--- src/rtl/fetch_pkg.sv ---
//------------------------------------------------------------------------------
// Module      : fetch_pkg
// Description : Shared types and constants for the instruction-fetch queue.
// Revision    : 1.0 - initial release
//------------------------------------------------------------------------------
`default_nettype none

package fetch_pkg;

    localparam int          c_ADDR_W   = 32;
    localparam int          c_INSTR_W  = 32;
    localparam int          c_PC_STEP  = 4;
    localparam logic [31:0] c_RESET_PC = 32'h0000_0000;

    typedef struct packed {
        logic [c_ADDR_W-1:0]  pc;
        logic [c_INSTR_W-1:0] instr;
    } fq_entry_t;

endpackage

`default_nettype wire

--- src/rtl/fq_storage.sv ---
//------------------------------------------------------------------------------
// Module      : fq_storage
// Description : Entry register array, one synchronous write, one async read.
// Revision    : 1.0 - initial release
//------------------------------------------------------------------------------
`default_nettype none

module fq_storage
    import fetch_pkg::*;
#(
    parameter int  DEPTH = 4,
    parameter type T     = fq_entry_t,
    parameter int  PTR_W = $clog2(DEPTH)
) (
    input  logic             clk,
    input  logic             i_wr_en,
    input  logic [PTR_W-1:0] i_wr_addr,
    input  T                 i_wr_data,
    input  logic [PTR_W-1:0] i_rd_addr,
    output T                 o_rd_data
);

    // Contents are intentionally not reset; occupancy lives in the control logic.
    T r_mem [DEPTH];

    always_ff @(posedge clk) begin
        if (i_wr_en) begin
            r_mem[i_wr_addr] <= i_wr_data;
        end
    end

    assign o_rd_data = r_mem[i_rd_addr];

endmodule

`default_nettype wire

--- src/rtl/fetch_queue.sv ---
//------------------------------------------------------------------------------
// Module      : fetch_queue
// Description : PC generator plus DEPTH-entry prefetch FIFO feeding decode.
// Revision    : 1.0 - initial release
//------------------------------------------------------------------------------
`default_nettype none

module fetch_queue
    import fetch_pkg::*;
#(
    parameter int                ADDR_W   = c_ADDR_W,
    parameter int                INSTR_W  = c_INSTR_W,
    parameter int                DEPTH    = 4,
    parameter logic [ADDR_W-1:0] RESET_PC = ADDR_W'(c_RESET_PC),
    parameter int                PC_STEP  = c_PC_STEP
) (
    input  logic                       Clk,
    input  logic                       Reset,
    output logic [ADDR_W-1:0]          IM_Addr,
    output logic                       IM_Req,
    input  logic [INSTR_W-1:0]         IM_Data,
    input  logic                       Redirect,
    input  logic [ADDR_W-1:0]          RedirectPC,
    output logic                       Out_Valid,
    input  logic                       Out_Ready,
    output logic [INSTR_W-1:0]         Out_Instr,
    output logic [ADDR_W-1:0]          Out_PC,
    output logic [ADDR_W-1:0]          Out_NextPC,
    output logic [$clog2(DEPTH+1)-1:0] Count
);

    localparam int c_PTR_W = $clog2(DEPTH);
    localparam int c_CNT_W = $clog2(DEPTH+1);

    localparam logic [c_CNT_W-1:0] c_FULL     = c_CNT_W'(DEPTH);
    localparam logic [c_CNT_W-1:0] c_CNT_ONE  = c_CNT_W'(1);
    localparam logic [c_PTR_W-1:0] c_PTR_ONE  = c_PTR_W'(1);
    localparam logic [ADDR_W-1:0]  c_STEP     = ADDR_W'(PC_STEP);

    typedef struct packed {
        logic [ADDR_W-1:0]  pc;
        logic [INSTR_W-1:0] instr;
    } entry_t;

    logic [ADDR_W-1:0]  r_pc;
    logic [c_PTR_W-1:0] r_rd_ptr;
    logic [c_PTR_W-1:0] r_wr_ptr;
    logic [c_CNT_W-1:0] r_count;

    logic   w_pop;
    logic   w_push;
    entry_t w_wr_entry;
    entry_t w_head;

    // A redirect masks both handshake directions so the stale head is dropped, not consumed.
    assign Out_Valid = (r_count != '0) & ~Redirect;
    assign w_pop     = Out_Valid & Out_Ready;
    assign w_push    = ~Redirect & ((r_count != c_FULL) | w_pop);

    assign IM_Req     = w_push;
    assign IM_Addr    = r_pc;
    assign Count      = r_count;
    assign Out_Instr  = w_head.instr;
    assign Out_PC     = w_head.pc;
    assign Out_NextPC = w_head.pc + c_STEP;

    assign w_wr_entry.pc    = r_pc;
    assign w_wr_entry.instr = IM_Data;

    always_ff @(posedge Clk or negedge Reset) begin
        if (!Reset) begin
            r_pc     <= RESET_PC;
            r_rd_ptr <= '0;
            r_wr_ptr <= '0;
            r_count  <= '0;
        end else if (Redirect) begin
            r_pc     <= RedirectPC;
            r_rd_ptr <= '0;
            r_wr_ptr <= '0;
            r_count  <= '0;
        end else begin
            if (w_push) begin
                r_wr_ptr <= r_wr_ptr + c_PTR_ONE;
                r_pc     <= r_pc + c_STEP;
            end
            if (w_pop) begin
                r_rd_ptr <= r_rd_ptr + c_PTR_ONE;
            end
            if (w_push && !w_pop) begin
                r_count <= r_count + c_CNT_ONE;
            end else if (!w_push && w_pop) begin
                r_count <= r_count - c_CNT_ONE;
            end
        end
    end

    fq_storage #(
        .DEPTH (DEPTH),
        .T     (entry_t),
        .PTR_W (c_PTR_W)
    ) u_storage (
        .clk       (Clk),
        .i_wr_en   (w_push),
        .i_wr_addr (r_wr_ptr),
        .i_wr_data (w_wr_entry),
        .i_rd_addr (r_rd_ptr),
        .o_rd_data (w_head)
    );

endmodule

`default_nettype wire

--- config.mk ---
export PLATFORM = sky130hd
export DESIGN_NAME = fetch_queue
export DESIGN_NICKNAME = d
export VERILOG_FILES = /design/src/rtl/fetch_pkg.sv /design/src/rtl/fq_storage.sv /design/src/rtl/fetch_queue.sv
export SDC_FILE = /design/constraint.sdc
export NUM_CORES = 1
export LEC_CHECK = 0
export ABC_AREA = 1
export ABC_CLOCK_PERIOD_IN_PS = 4350
export CAP_MARGIN = 15
export CORE_MARGIN = 1
export CORE_UTILIZATION = 50
export DETAILED_ROUTE_END_ITERATION = 10
export PLACE_DENSITY = 0.74
export SYNTH_ARGS = -nofsm -noshare
export SYNTH_HDL_FRONTEND = slang
export SYNTH_SLANG_ARGS = --single-unit
export TNS_END_PERCENT = 5
--- constraint.sdc ---
create_clock -name Clk -period 4.35 [get_ports Clk]
set_input_delay 0.6525 -clock Clk [delete_from_list [all_inputs] [get_ports Clk]]
set_output_delay 0.6525 -clock Clk [all_outputs]
set_load 0.02 [all_outputs]
Yosys cells after proc, flatten, opt, wreduce, memory -nomap -nowiden
Memory sizes are Yosys's and may differ from the RTL's.
Cells that the tools add are included.
W data, S select, Z words.
{ "word_totals": {"ram_bits": 256, "romBits": 0, "out_inout_bits": 133, "wordCells": 36, "input_bits": 68, "latch_bits": 0, "ff_bits": 39, "memories": 1} }
{ "op_classes": {"magnitude_cmp": 0, "mux": 11, "shifts": 0, "bitwise": 5, "n_mul": 0, "n_eq_ne": 1, "div_mod_pow": 0, "n_reduce_logical": 8, "addsub": 6} }
{ "mem_list": {"columns": ["memory", "depth", "width", "read_ports", "rd_ports_with_merged_regs", "wr", "line_no", "text"], "rows": [
  ["u_storage.r_mem", 4, 64, 1, 0, 1, "fq_storage.sv:24", "T r_mem [DEPTH];"]
]} }
{ "op_table": {"columns": ["op", "n"], "rows": [
  ["$add A32 B3 Y32 const B", 2],
  ["$mux W32", 2],
  ["$mux W3", 3],
  ["$mux W2", 4],
  ["$reduce_bool A3 Y1", 2],
  ["$add A2 B1 Y2 const B", 2],
  ["$reduce_bool A2 Y1", 2],
  ["$add A3 B1 Y3 const B", 1],
  ["$and A1 B1 Y1", 3],
  ["$ne A3 B3 Y1 const B", 1],
  ["$sub A3 B1 Y3 const B", 1],
  ["$logic_and A1 B1 Y1", 2],
  ["$logic_not A1 Y1", 2],
  ["$mux W1", 2],
  ["$not A1 Y1", 1],
  ["$or A1 B1 Y1", 1]
]} }

Logic depth before layout (Yosys ltp)
{ "logic_depth": {"ltp_word": 10, "ltp_mapped": 14, "mapped_depth_nobuf": 12} }

Modules after synthesis
From an unflattened synthesis, not the netlist that was laid out.
{ "hier_totals": {"cells_unflattened": 1533, "area_unflattened_um2": 14203.6} }
{ "modules_own_cells": {"columns": ["mod", "seq_area_each_um2", "area_each_um2", "cells_each", "instances"], "rows": [
  ["fq_storage", 7687.4, 10761.6, 1010, 1],
  ["fetch_queue", 975.9, 3442.1, 523, 1]
]} }

Worst setup path before layout
No wires, ideal clock.
{ "synth_timing": {"path_type": "input -> register", "startpoint": "in Redirect", "endpoint": "mem u_storage.r_mem[0][0] (netlist name), enable pin", "path_buffers": 0, "setup_slack_ns": -0.009, "arrival_time_ns": 3.873, "setup_ns": 0.487, "path_stages": 5, "required_ns": 3.863, "path_cell_list": "inv_2 a21oi_1 nand2_1 nand2_2 nor2_1"} }
{ "synth_between": {"elab_chain_cells": 7} }
{ "synth_lines": {"columns": ["element", "line_no", "text"], "rows": [
  ["start, declared", "fetch_queue.sv:22", "input logic Redirect,"],
  ["$not A1 Y1 *", "fetch_queue.sv:56, fetch_queue.sv:58", null],
  ["$and A1 B1 Y1", "fetch_queue.sv:56", "assign Out_Valid = (r_count != '0) & ~Redirect;"],
  ["$and A1 B1 Y1", "fetch_queue.sv:57", "assign w_pop = Out_Valid & Out_Ready;"],
  ["$or A1 B1 Y1", "fetch_queue.sv:58", "assign w_push = ~Redirect & ((r_count != c_FULL) | w_pop);"],
  ["$and A1 B1 Y1 *", "fetch_queue.sv:58", null],
  ["$mux W1 *", "fq_storage.sv:27", "if (i_wr_en) begin"],
  ["$mux W1 (not written as such) *", "fq_storage.sv:28", "r_mem[i_wr_addr] <= i_wr_data;"],
  ["end, declared", "fq_storage.sv:24", null]
]} }
Every way passes the cells marked *; elsewhere a longest branch is shown, timed or not.

Final worst setup path
{ "layout_timing": {"startpoint": "reg r_rd_ptr[0]", "endpoint": "out Out_NextPC[16]"} }
{ "layout_between": {"elab_chain_cells": 2} }
{ "layout_lines": {"columns": ["element", "line_no", "text"], "rows": [
  ["start, declared", "fetch_queue.sv:46", "logic [c_PTR_W-1:0] r_rd_ptr;"],
  ["start signal, assigned", "fetch_queue.sv:87", "r_rd_ptr <= r_rd_ptr + c_PTR_ONE;"],
  ["$mem_v2 Z4 W64", null, null],
  ["$add A32 B3 Y32", "fetch_queue.sv:65", "assign Out_NextPC = w_head.pc + c_STEP;"],
  ["end, declared", "fetch_queue.sv:28", "output logic [ADDR_W-1:0] Out_NextPC,"]
]} }
Every way passes these cells.

==> out/results.tsv <==
metric	value	unit
seqCellArea	0.008668	sq mm
wire_per_inst	18.25	microns
grt-ovfl-total	0	
drt-initial-drc-count	845	
hold_path.class	input pin to asynchronous set/reset pin	
grt_setup_unrepaired	false	
ios	201	
r2r_slack	1.83	ns
cp.required	3.70	ns
cts.htree.levels	1	
worstMarginPinSlew	0.9275	ns
synthTopCellsByArea	edfxtp_1 (56%), nand2_1 (12%), dfrtp_1 (7.1%)	
slew_violations	0	
ys.flop_type	edfxtp_1	
cp-start-kind	flop	
worstSetupPathType	flop to primary output	
yosys_warnings	0	
clk_pin_slew	0.06	ns
core_region_area	0.02688	sq mm
port_buffers	200	
yosysSeqAreaShare	63.42	%
powerDensity	562.8	mW/mm^2
nFillCells	2145	
syn2layout_area_growth	25.01	%
wl	35510	microns
hold_buffers	0	
die_h	167.3	microns
synth_cell_types	42	
multiInputGateArea	0.004418	sq mm
use_met1	34.72	%
crit_arrival	3.44	ns
synth_edf_count	256	
cts-root-buf	clkbuf_16	
dr.pass1.iters	5	
setup_viol	0	
cts_buffer_depth	3	
numCtsBuffers	30	
insertion_delay	0.57	ns
num_antenna_cells	0	
hpwl	22770	microns
die_w	167.3	microns
hold_viol_final	0	
slew_headroom	38.17	%
ys_seq_elements	295	
drive_above_1_share	6.421	%
cts.sinks	295	
busiest_layer	met2	
worst_ir_drop_vdd	0.3035	mV
grt_max_degree	86	
max_freq	244.2	MHz
die-area	0.02798	sq mm
rows	60	
use_met2	41.59	%
post-route-cell-area	0.01708	sq mm
grt_pass1_wl	54770	microns
post-route-util	63.53	%
p_leak	6.551	nW
drcViolationCount	0	
setup.worst_path.end_class	primary output	
globalplace.congestion	0.9778	
vias_per_cell	5.490	
cts_tree	yes	
placed_cells	1888	
yosys.area.top_type_share	56.28	%
nets	1656	
finalClockSkew	0.01992	ns
syn-num-nets	1466	
grt_pass1_vias	10160	
outcome	completed	
num_vias	10680	
final_cells	1945	
critPathMaxFanout	25	
syn_inst	1391	
min_period	4.096	ns
period_share	94.15	%
syn_area_per_cell	9.820	sq um
place_area	0.01601	sq mm
synth_top_area_cell	edfxtp_1	
netlist_area	0.01366	sq mm
use_met3	3.285	%
grt_antenna_before_repair	0	
ys_async_sr_fraction	13.22	%
ant_nets	0	
maxCapViolCount	0	
grt_use_total	25.12	%
start_util	50.82	%
flip-flops by register name, summed over array words and instances (netlist names):
signal           flops
u_storage.r_mem    256
Count                3
r_rd_ptr             2
r_wr_ptr             2
IM_Addr             32
worst paths after layout:
kind | startpoint | end | cells past startpoint
worst max-delay path | r_rd_ptr[0]$_DFFE_PN0P_ | Out_NextPC[16] | 11
worst min-delay path | Reset | IM_Addr[6]$_DFFE_PN0N_ | 1
worst max register to register | Count[0]$_DFFE_PN0P_ | Count[2]$_DFFE_PN0P_ | 11
worst min register to register | IM_Addr[1]$_DFFE_PN0P_ | u_storage.r_mem[1][33]$_DFFE_PP_ | 0
max in group asynchronous | Reset | r_rd_ptr[0]$_DFFE_PN0P_ | 1
min in group Clk | IM_Addr[1]$_DFFE_PN0P_ | u_storage.r_mem[1][33]$_DFFE_PP_ | 0
worst max-delay path, cell delays in order (launching register included):
cell	delay [ns]
dfrtp_4	0.61
inv_8	0.19
nor2_1	0.05
nor2_1	0.07
o21ai_0	0.09
nand2_1	0.22
ha_1	0.25
nand3_4	0.13
nor2_1	0.30
nand2_1	0.11
xor2_1	0.19
clkdlybuf4s50_1	0.64
where the power goes:
group | internal [W] | switching (W)
sequential | 0.00346 | 0.000238
combinational | 0.00124 | 0.00206
clock | 0.00152 | 0.00109
stage by stage:
| stage | TNS, ns | hold WS (ns) | worst slack, ns | power, W |
|---|---|---|---|---|
| global route | 0 | 0.3005 | 0.02178 | 0.01002 |
| global placement | 0 | 0.5410 | 0.6617 | 0.006956 |
| CTS | 0 | 0.2517 | 0.04658 | 0.009593 |
| finish | 0 | 0.2155 | 0.2544 | 0.009610 |
| floorplan | -2.419 | 0.3569 | -0.009448 | 0.005579 |
| detailed placement | 0 | 0.5474 | 0.6597 | 0.006999 |
layer usage:
| metal | wire length, microns | vias up | share of wire [%] |
|---|---|---|---|
| met5 | 0 | - | 0 |
| met2 | 16980 | 422 | 48 |
| met3 | 2634 | 59 | 7.4 |
| met1 | 15030 | 5106 | 42 |
| li1 | - | 5092 | - |
| met4 | 866 | 0 | 2.4 |
cell families (layout without fill, tap and decap cells):
family                     Yosys count  in the layout  share of synthesized area (%)
AOI/OAI and AO/OA                  159            159                          6.458
DFF                                295            295                          63.42
buffers and inverters              134            347                          4.452
adders and majority gates            7              7                         0.6962
xor gates and xnor gates            27             27                          1.731
and+or+nand+nor                    769            769                          23.24
cells in the mapped netlist, types with 14 or more instances:
cell / number
nand2_1: 448
edfxtp_1: 256
nor2_1: 172
nand3_1: 93
o21ai_0: 92
inv_1: 71
dfrtp_1: 39
o22ai_1: 35
clkbuf_1: 27
xor2_1: 21
nand2_2: 16
a21oi_1: 14
buf_2: 14
final cells by class:
type / instances / area share, %
Inverter: 76 / 1.715
Sequential cell: 295 / 50.77
Clock inverter: 17 / 1.019
Timing Repair Buffer: 216 / 13.12
Clock buffer: 38 / 5.005
Multi-Input combinational cell: 962 / 25.87
Tap cell: 341 / 2.499
placed cells by master (no fill, tap or decap), drive strengths merged, types with 14 or more instances in the layout:
cell | netlist | final
a21oi | 14 | 14
buf | 31 | 17
clkbuf | 27 | 38
clkdlybuf4s50 | 0 | 199
dfrtp | 39 | 39
edfxtp | 256 | 256
inv | 75 | 78
nand2 | 464 | 464
nand3 | 94 | 94
nor2 | 180 | 180
o21ai | 93 | 93
o22ai | 35 | 35
xor2 | 21 | 21
repair_timing:
item                                    4_1_cts  5_1_grt
buffers inserted                              0        2
resized for setup                             0        1
endpoints found under the setup margin        0       19
Power figures use the tool's default switching activity.
